### src/rtl/boot_pkg.sv
// rtl/boot_pkg.sv - shared state encodings and constants for the UART boot loader
package boot_pkg;

  typedef enum logic [2:0] {IDLE, ARMED, LOAD, FLUSH, FINISH} bootState_t;

  typedef enum logic [1:0] {RX_IDLE, RX_START, RX_DATA, RX_STOP} rxState_t;

  // cycles the last byte is held on the RAM port before the CPU is released
  localparam int FLUSH_CYCLES = 2;

endpackage

### src/rtl/uart_rx.sv
// rtl/uart_rx.sv - 8N1 UART receiver with 2-flop input synchronizer
module uart_rx
  import boot_pkg::*;
#(
  parameter int CLKS_PER_BIT = 434
) (
  input  logic       clk,
  input  logic       reset,
  input  logic       rx,
  output logic [7:0] rx_data,
  output logic       rx_valid,
  output logic       rx_ferr
);

  localparam int CNT_W = $clog2(CLKS_PER_BIT + 1);
  localparam logic [CNT_W-1:0] HALF_LAST = CNT_W'(CLKS_PER_BIT / 2 - 1);
  localparam logic [CNT_W-1:0] BIT_LAST  = CNT_W'(CLKS_PER_BIT - 1);

  rxState_t         state, nextState;
  logic             rxMeta, rxSync;
  logic [CNT_W-1:0] clkCnt;
  logic [2:0]       bitIdx;
  logic [7:0]       shiftReg;
  logic             cntClr, shiftEn, frameDone;

  always_ff @(posedge clk or posedge reset) begin
    if (reset) begin
      rxMeta <= 1'b1;
      rxSync <= 1'b1;
      state  <= RX_IDLE;
    end else begin
      rxMeta <= rx;
      rxSync <= rxMeta;
      state  <= nextState;
    end
  end

  always_comb begin
    nextState = state;
    cntClr    = 1'b0;
    shiftEn   = 1'b0;
    frameDone = 1'b0;
    case (state)
      RX_IDLE: begin
        cntClr = 1'b1;
        if (!rxSync) nextState = RX_START;
      end
      RX_START: begin
        // a start bit that is high again at mid-bit was a glitch
        if (clkCnt == HALF_LAST) begin
          cntClr    = 1'b1;
          nextState = rxSync ? RX_IDLE : RX_DATA;
        end
      end
      RX_DATA: begin
        if (clkCnt == BIT_LAST) begin
          cntClr  = 1'b1;
          shiftEn = 1'b1;
          if (bitIdx == 3'd7) nextState = RX_STOP;
        end
      end
      RX_STOP: begin
        if (clkCnt == BIT_LAST) begin
          cntClr    = 1'b1;
          frameDone = 1'b1;
          nextState = RX_IDLE;
        end
      end
      default: nextState = RX_IDLE;
    endcase
  end

  always_ff @(posedge clk or posedge reset) begin
    if (reset) begin
      clkCnt   <= '0;
      bitIdx   <= '0;
      shiftReg <= '0;
      rx_data  <= '0;
      rx_valid <= 1'b0;
      rx_ferr  <= 1'b0;
    end else begin
      clkCnt   <= cntClr ? '0 : clkCnt + CNT_W'(1);
      if (state != RX_DATA) bitIdx <= '0;
      else if (shiftEn)     bitIdx <= bitIdx + 3'd1;
      if (shiftEn) shiftReg <= {rxSync, shiftReg[7:1]};
      if (frameDone) rx_data <= shiftReg;
      rx_valid <= frameDone;
      rx_ferr  <= frameDone & ~rxSync;
    end
  end

endmodule

### src/rtl/boot_loader.sv
// rtl/boot_loader.sv - loads a UART-delivered program image into CPU RAM
module boot_loader
  import boot_pkg::*;
#(
  parameter int CLKS_PER_BIT = 434,
  parameter int IMAGE_BYTES  = 16,
  parameter int ADDR_W       = 4,
  parameter int TIMEOUT_CLKS = 4_000_000
) (
  input  logic              clk,
  input  logic              reset,
  input  logic              rx,
  input  logic              start,
  output logic [7:0]        WriteToMemory,
  output logic [ADDR_W-1:0] BootLoadAddress,
  output logic              BootLoad,
  output logic              busy,
  output logic              done,
  output logic              load_err,
  output logic              frame_err,
  output logic [ADDR_W:0]   byte_count
);

  localparam int TMO_W = $clog2(TIMEOUT_CLKS + 1);
  localparam int FL_W  = $clog2(FLUSH_CYCLES + 1);
  localparam logic [TMO_W-1:0]  TMO_LIMIT  = TMO_W'(TIMEOUT_CLKS);
  localparam logic [ADDR_W:0]   LAST_COUNT = (ADDR_W + 1)'(IMAGE_BYTES);
  localparam logic [FL_W-1:0]   FLUSH_LAST = FL_W'(FLUSH_CYCLES - 1);

  bootState_t       state, nextState;
  logic [7:0]       rxData;
  logic             rxValid, rxFerr;
  logic [TMO_W-1:0] tmoCnt;
  logic [FL_W-1:0]  flushCnt;
  logic [ADDR_W:0]  countInc;
  logic             armLoad, acceptByte, badByte, timeout, flushDone;

  uart_rx #(.CLKS_PER_BIT(CLKS_PER_BIT)) uRx (
    .clk     (clk),
    .reset   (reset),
    .rx      (rx),
    .rx_data (rxData),
    .rx_valid(rxValid),
    .rx_ferr (rxFerr)
  );

  assign countInc = byte_count + (ADDR_W + 1)'(1);

  always_ff @(posedge clk or posedge reset) begin
    if (reset) state <= IDLE;
    else       state <= nextState;
  end

  always_comb begin
    nextState  = state;
    armLoad    = 1'b0;
    acceptByte = 1'b0;
    badByte    = 1'b0;
    timeout    = 1'b0;
    flushDone  = 1'b0;
    case (state)
      IDLE: begin
        if (start) begin
          armLoad   = 1'b1;
          nextState = ARMED;
        end
      end
      ARMED, LOAD: begin
        // a byte arriving in the expiry cycle takes priority over the timeout
        if (rxValid) begin
          if (rxFerr) begin
            badByte = 1'b1;
          end else begin
            acceptByte = 1'b1;
            nextState  = (countInc == LAST_COUNT) ? FLUSH : LOAD;
          end
        end else if (state == LOAD && tmoCnt == TMO_LIMIT) begin
          timeout   = 1'b1;
          nextState = IDLE;
        end
      end
      FLUSH: begin
        if (flushCnt == FLUSH_LAST) begin
          flushDone = 1'b1;
          nextState = FINISH;
        end
      end
      FINISH:  nextState = IDLE;
      default: nextState = IDLE;
    endcase
  end

  always_ff @(posedge clk or posedge reset) begin
    if (reset) begin
      tmoCnt   <= '0;
      flushCnt <= '0;
    end else begin
      if (state != LOAD || rxValid)  tmoCnt <= '0;
      else if (tmoCnt != TMO_LIMIT)  tmoCnt <= tmoCnt + TMO_W'(1);
      flushCnt <= (state == FLUSH) ? flushCnt + FL_W'(1) : '0;
    end
  end

  // BootLoad deliberately stays high after a timeout so a partial image never runs
  always_ff @(posedge clk or posedge reset) begin
    if (reset) begin
      WriteToMemory   <= '0;
      BootLoadAddress <= '0;
      BootLoad        <= 1'b0;
      busy            <= 1'b0;
      done            <= 1'b0;
      load_err        <= 1'b0;
      frame_err       <= 1'b0;
      byte_count      <= '0;
    end else begin
      if (armLoad) begin
        BootLoad        <= 1'b1;
        busy            <= 1'b1;
        done            <= 1'b0;
        load_err        <= 1'b0;
        frame_err       <= 1'b0;
        byte_count      <= '0;
        BootLoadAddress <= '0;
      end
      if (acceptByte) begin
        WriteToMemory   <= rxData;
        BootLoadAddress <= byte_count[ADDR_W-1:0];
        byte_count      <= countInc;
      end
      if (badByte) frame_err <= 1'b1;
      if (timeout) begin
        load_err <= 1'b1;
        busy     <= 1'b0;
      end
      if (flushDone) begin
        BootLoad <= 1'b0;
        busy     <= 1'b0;
        done     <= 1'b1;
      end
    end
  end

endmodule

### config.mk
export PLATFORM = sky130hd
export DESIGN_NAME = boot_loader
export DESIGN_NICKNAME = d
export VERILOG_FILES = /design/src/rtl/boot_pkg.sv /design/src/rtl/uart_rx.sv /design/src/rtl/boot_loader.sv
export SDC_FILE = /design/constraint.sdc
export NUM_CORES = 1
export LEC_CHECK = 0
export BUFFER_PORTS_ARGS = -buffer_cell sky130_fd_sc_hd__buf_2
export CAP_MARGIN = 15
export CORE_MARGIN = 5
export CORE_UTILIZATION = 55
export DETAILED_ROUTE_END_ITERATION = 8
export PLACE_DENSITY = 0.82
export SETUP_SLACK_MARGIN = 0.3
export SYNTH_ARGS = -nofsm -noshare
export SYNTH_HDL_FRONTEND = slang
export SYNTH_SLANG_ARGS = --single-unit
### constraint.sdc
create_clock -name clk -period 2.6 [get_ports clk]
set_clock_uncertainty 0.05 [all_clocks]
set_input_delay 0.26 -clock clk [delete_from_list [all_inputs] [get_ports clk]]
set_output_delay 0.26 -clock clk [all_outputs]
set_load 0.1 [all_outputs]
==> impl_metrics.ini <==
[place]
gp_routability_congestion = 0.774
place_inst = 468
post-place-ws_ps = 437
hpwl_mm = 4.81
numPortBuffers = 25

[logic_synthesis]
avgSynthCellArea_um2 = 10.9
synth-compound-area-share = 0.0388
synth_warnings = 0
yosysTopAreaCell = dfrtp_1
yosys.area.top_type_share = 0.520
synth-xor-area-share = 0.0652
yosysUniqueCellTypes = 47
synth.area.top_cells = dfrtp_1 52%, mux2_4 5.8%, nand2_1 4.9%
synth-edff-count = 0
ys.flop_type = dfrtp_1
ys_seq_elements = 83
seq_area_frac_synth = 0.534
syn_inst = 358
muxShareOfSynthArea = 0.0793
synth_top_family_by_area = simple AND/OR/NAND/NOR gates
synth-adder-area-share = 0.0321
synth_area_mm2 = 0.00390
syn_nets = 372
ys_async_sr_fraction = 1.00
synth_simple_gate_area_frac = 0.216

[clocking]
root_buffer = clkbuf_8
path_clk_slew_ps = 80
cts_max_level = 3
cts_buffers = 9
cts_buffer_depth = 2
cts_tree = built
cts_sinks = 83
clk_latency_ps = 360

[global_route]
grt_antenna_before_repair = 0
grt_pass1_vias = 2598
grt_use_total = 0.175
grt_max_degree = 45
grt.overflow.total = 0
grt_pass1_wl_mm = 12.2

[sta]
fin_hold_ws_ps = 34.0
tightestPinTransition_ps = 915
rsz0062_at_grt = false
finalCritPeriodShare = 0.798
finalHoldViolCount = 0
fin_ws_ps = 525
setup_viol_count_final = 0
max_freq_mhz = 482
final.min_clock_period_ps = 2080
fin_setup_tns_ps = 0
max_slew_margin = 0.389
slew_viol_final = 0

[critical_path]
path_class = register to register
cp_top_family = simple AND/OR/NAND/NOR gates
cp_max_fo = 8
path_buf_inv = 1
slowest_stage = and3b_2
path_depth = 6
worstPathArrival_ps = 2280
crit_path_start_kind = register
max_stage_delay_ps = 460
worstRegToRegCells = 6
worst_setup_path_end_kind = register
worstPathRequired_ps = 2800
path_cells = inv_1 -> ha_1 -> nand2b_1 -> nor4_4 -> and3b_2 -> mux2_4

[run_status]
status = completed

[final_layout]
final_cell_mix = 79 x dfrtp_1, 51 x nand2_1, 40 x nor2_1
area.sequential_mm2 = 0.00208
fin_nets = 398
final_common_cell = dfrtp_1
syn_to_final_growth_pct = 10.9
antennaDiodeCount = 0
nFillCells = 533
stdcell_count = 485
drive_gt1_frac = 0.193
multi_input_area_mm2 = 0.00168

[floorplanning]
die_area_mm2 = 0.00887
chipHeight_um = 94.2
die_w_um = 94.2
io_pins = 26
num_rows = 30
start_util = 0.571
core_area_mm2 = 0.00683

[routing]
antenna_left = 0
drc = 0
drt-vias-per-instance = 5.44
wl_per_cell_um = 14.4
drt_iter0_drc = 202
drt_first_pass_iters = 4
wl_mm = 6.99
vias = 2639

[hold_path]
hp-class = input port to asynchronous set/reset pin

[pwr]
leakagePower_nw = 2.01
powerDensity_mw_per_mm2 = 682
vdd_drop_max_uv = 445

[job]
max_cap_viol_count = 0
[worst paths after layout]
check                              startpoint               to  slack [ps]
min in group clk                        start         BootLoad         280
worst max register to register  uRx.clkCnt[1]  uRx.shiftReg[7]         520
max in group asynchronous               reset       tmoCnt[16]        1810
worst min register to register     uRx.rxMeta       uRx.rxSync         310
worst min-delay path                    reset  uRx.shiftReg[6]          30
worst max-delay path            uRx.clkCnt[1]  uRx.shiftReg[7]         520
[cell type report]
type / count / share of cell area
Clock inverter: 6 / 0.0208
Clock buffer: 10 / 0.0295
Multi-Input combinational cell: 250 / 0.390
Inverter: 10 / 0.00955
Timing Repair Buffer: 30 / 0.0411
Sequential cell: 83 / 0.482
Tap cell: 96 / 0.0278
[sequential cells by signal, indices dropped and copies added, names as in the netlist, 2 cells and up, named ones only]
signal           flops
uRx.bitIdx           3
byte_count           5
uRx.shiftReg         8
tmoCnt              22
state                3
flushCnt             2
uRx.clkCnt           9
uRx.rx_data          8
BootLoadAddress      4
WriteToMemory        8
[kinds of logic (layout without fill, tap and decap cells)]
| logic type | Yosys count | in the layout |
|---|---|---|
| buffers and inverters | 25 | 56 |
| xor gates and xnor gates | 29 | 29 |
| AOI/OAI and AO/OA | 25 | 25 |
| muxes | 23 | 23 |
| adders and majority gates | 10 | 10 |
| and+or+nand+nor | 163 | 163 |
| DFF | 83 | 83 |
[metal layers]
metal / part of all wire / vias up / track usage
met1: 0.46 / 1308 / 0.228
met5: 0 / - / 0
li1: - / 1271 / -
met3: 0.040 / 10 / 0.0537
met4: 0.013 / 0 / 0.0542
met2: 0.49 / 50 / 0.279
[cell usage after synthesis (2+ instances only)]
cell type / instances
a21oi_1: 9
a31oi_1: 3
and2_1: 2
and3_1: 3
and3b_1: 2
and4_1: 5
buf_2: 5
buf_6: 2
clkbuf_1: 6
dfrtp_1: 81
dfstp_2: 2
ha_1: 10
inv_1: 10
mux2_2: 3
mux2_4: 15
mux2i_1: 5
nand2_1: 51
nand2b_1: 3
nand3_1: 23
nand3b_1: 3
nand4_1: 5
nor2_1: 40
nor3_1: 7
nor4b_1: 5
o21ai_0: 7
or3_1: 3
xnor2_1: 11
xor2_1: 18
[power breakdown]
group / internal (mW) / switching [mW]
registers: 1.35 / 0.0811
clock network: 0.542 / 0.454
logic: 0.137 / 0.378
total: 2.03 / 0.914
[stage by stage]
| stage | total power, mW | area (um2) | utilization |
|---|---|---|---|
| 2_1_floorplan | 1.88 | 3900 | - |
| 3_3_place_gp | 1.95 | 4090 | 0.599 |
| 3_5_place_dp | 1.98 | 4090 | 0.599 |
| 4_1_cts | 2.97 | 4320 | 0.633 |
| 5_1_grt | 3.09 | 4320 | 0.633 |
| 6_report | 2.95 | 4320 | 0.633 |
[repair_timing]
| item | CTS | global route |
|---|---|---|
| setup buffers | 0 | 0 |
| endpoints found under the setup margin | 0 | 8 |
| hold endpoints to repair | 1 | 0 |
| hold buffers | 1 | 0 |
| resized for setup | 0 | 1 |
Power figures use the tool's default switching activity.
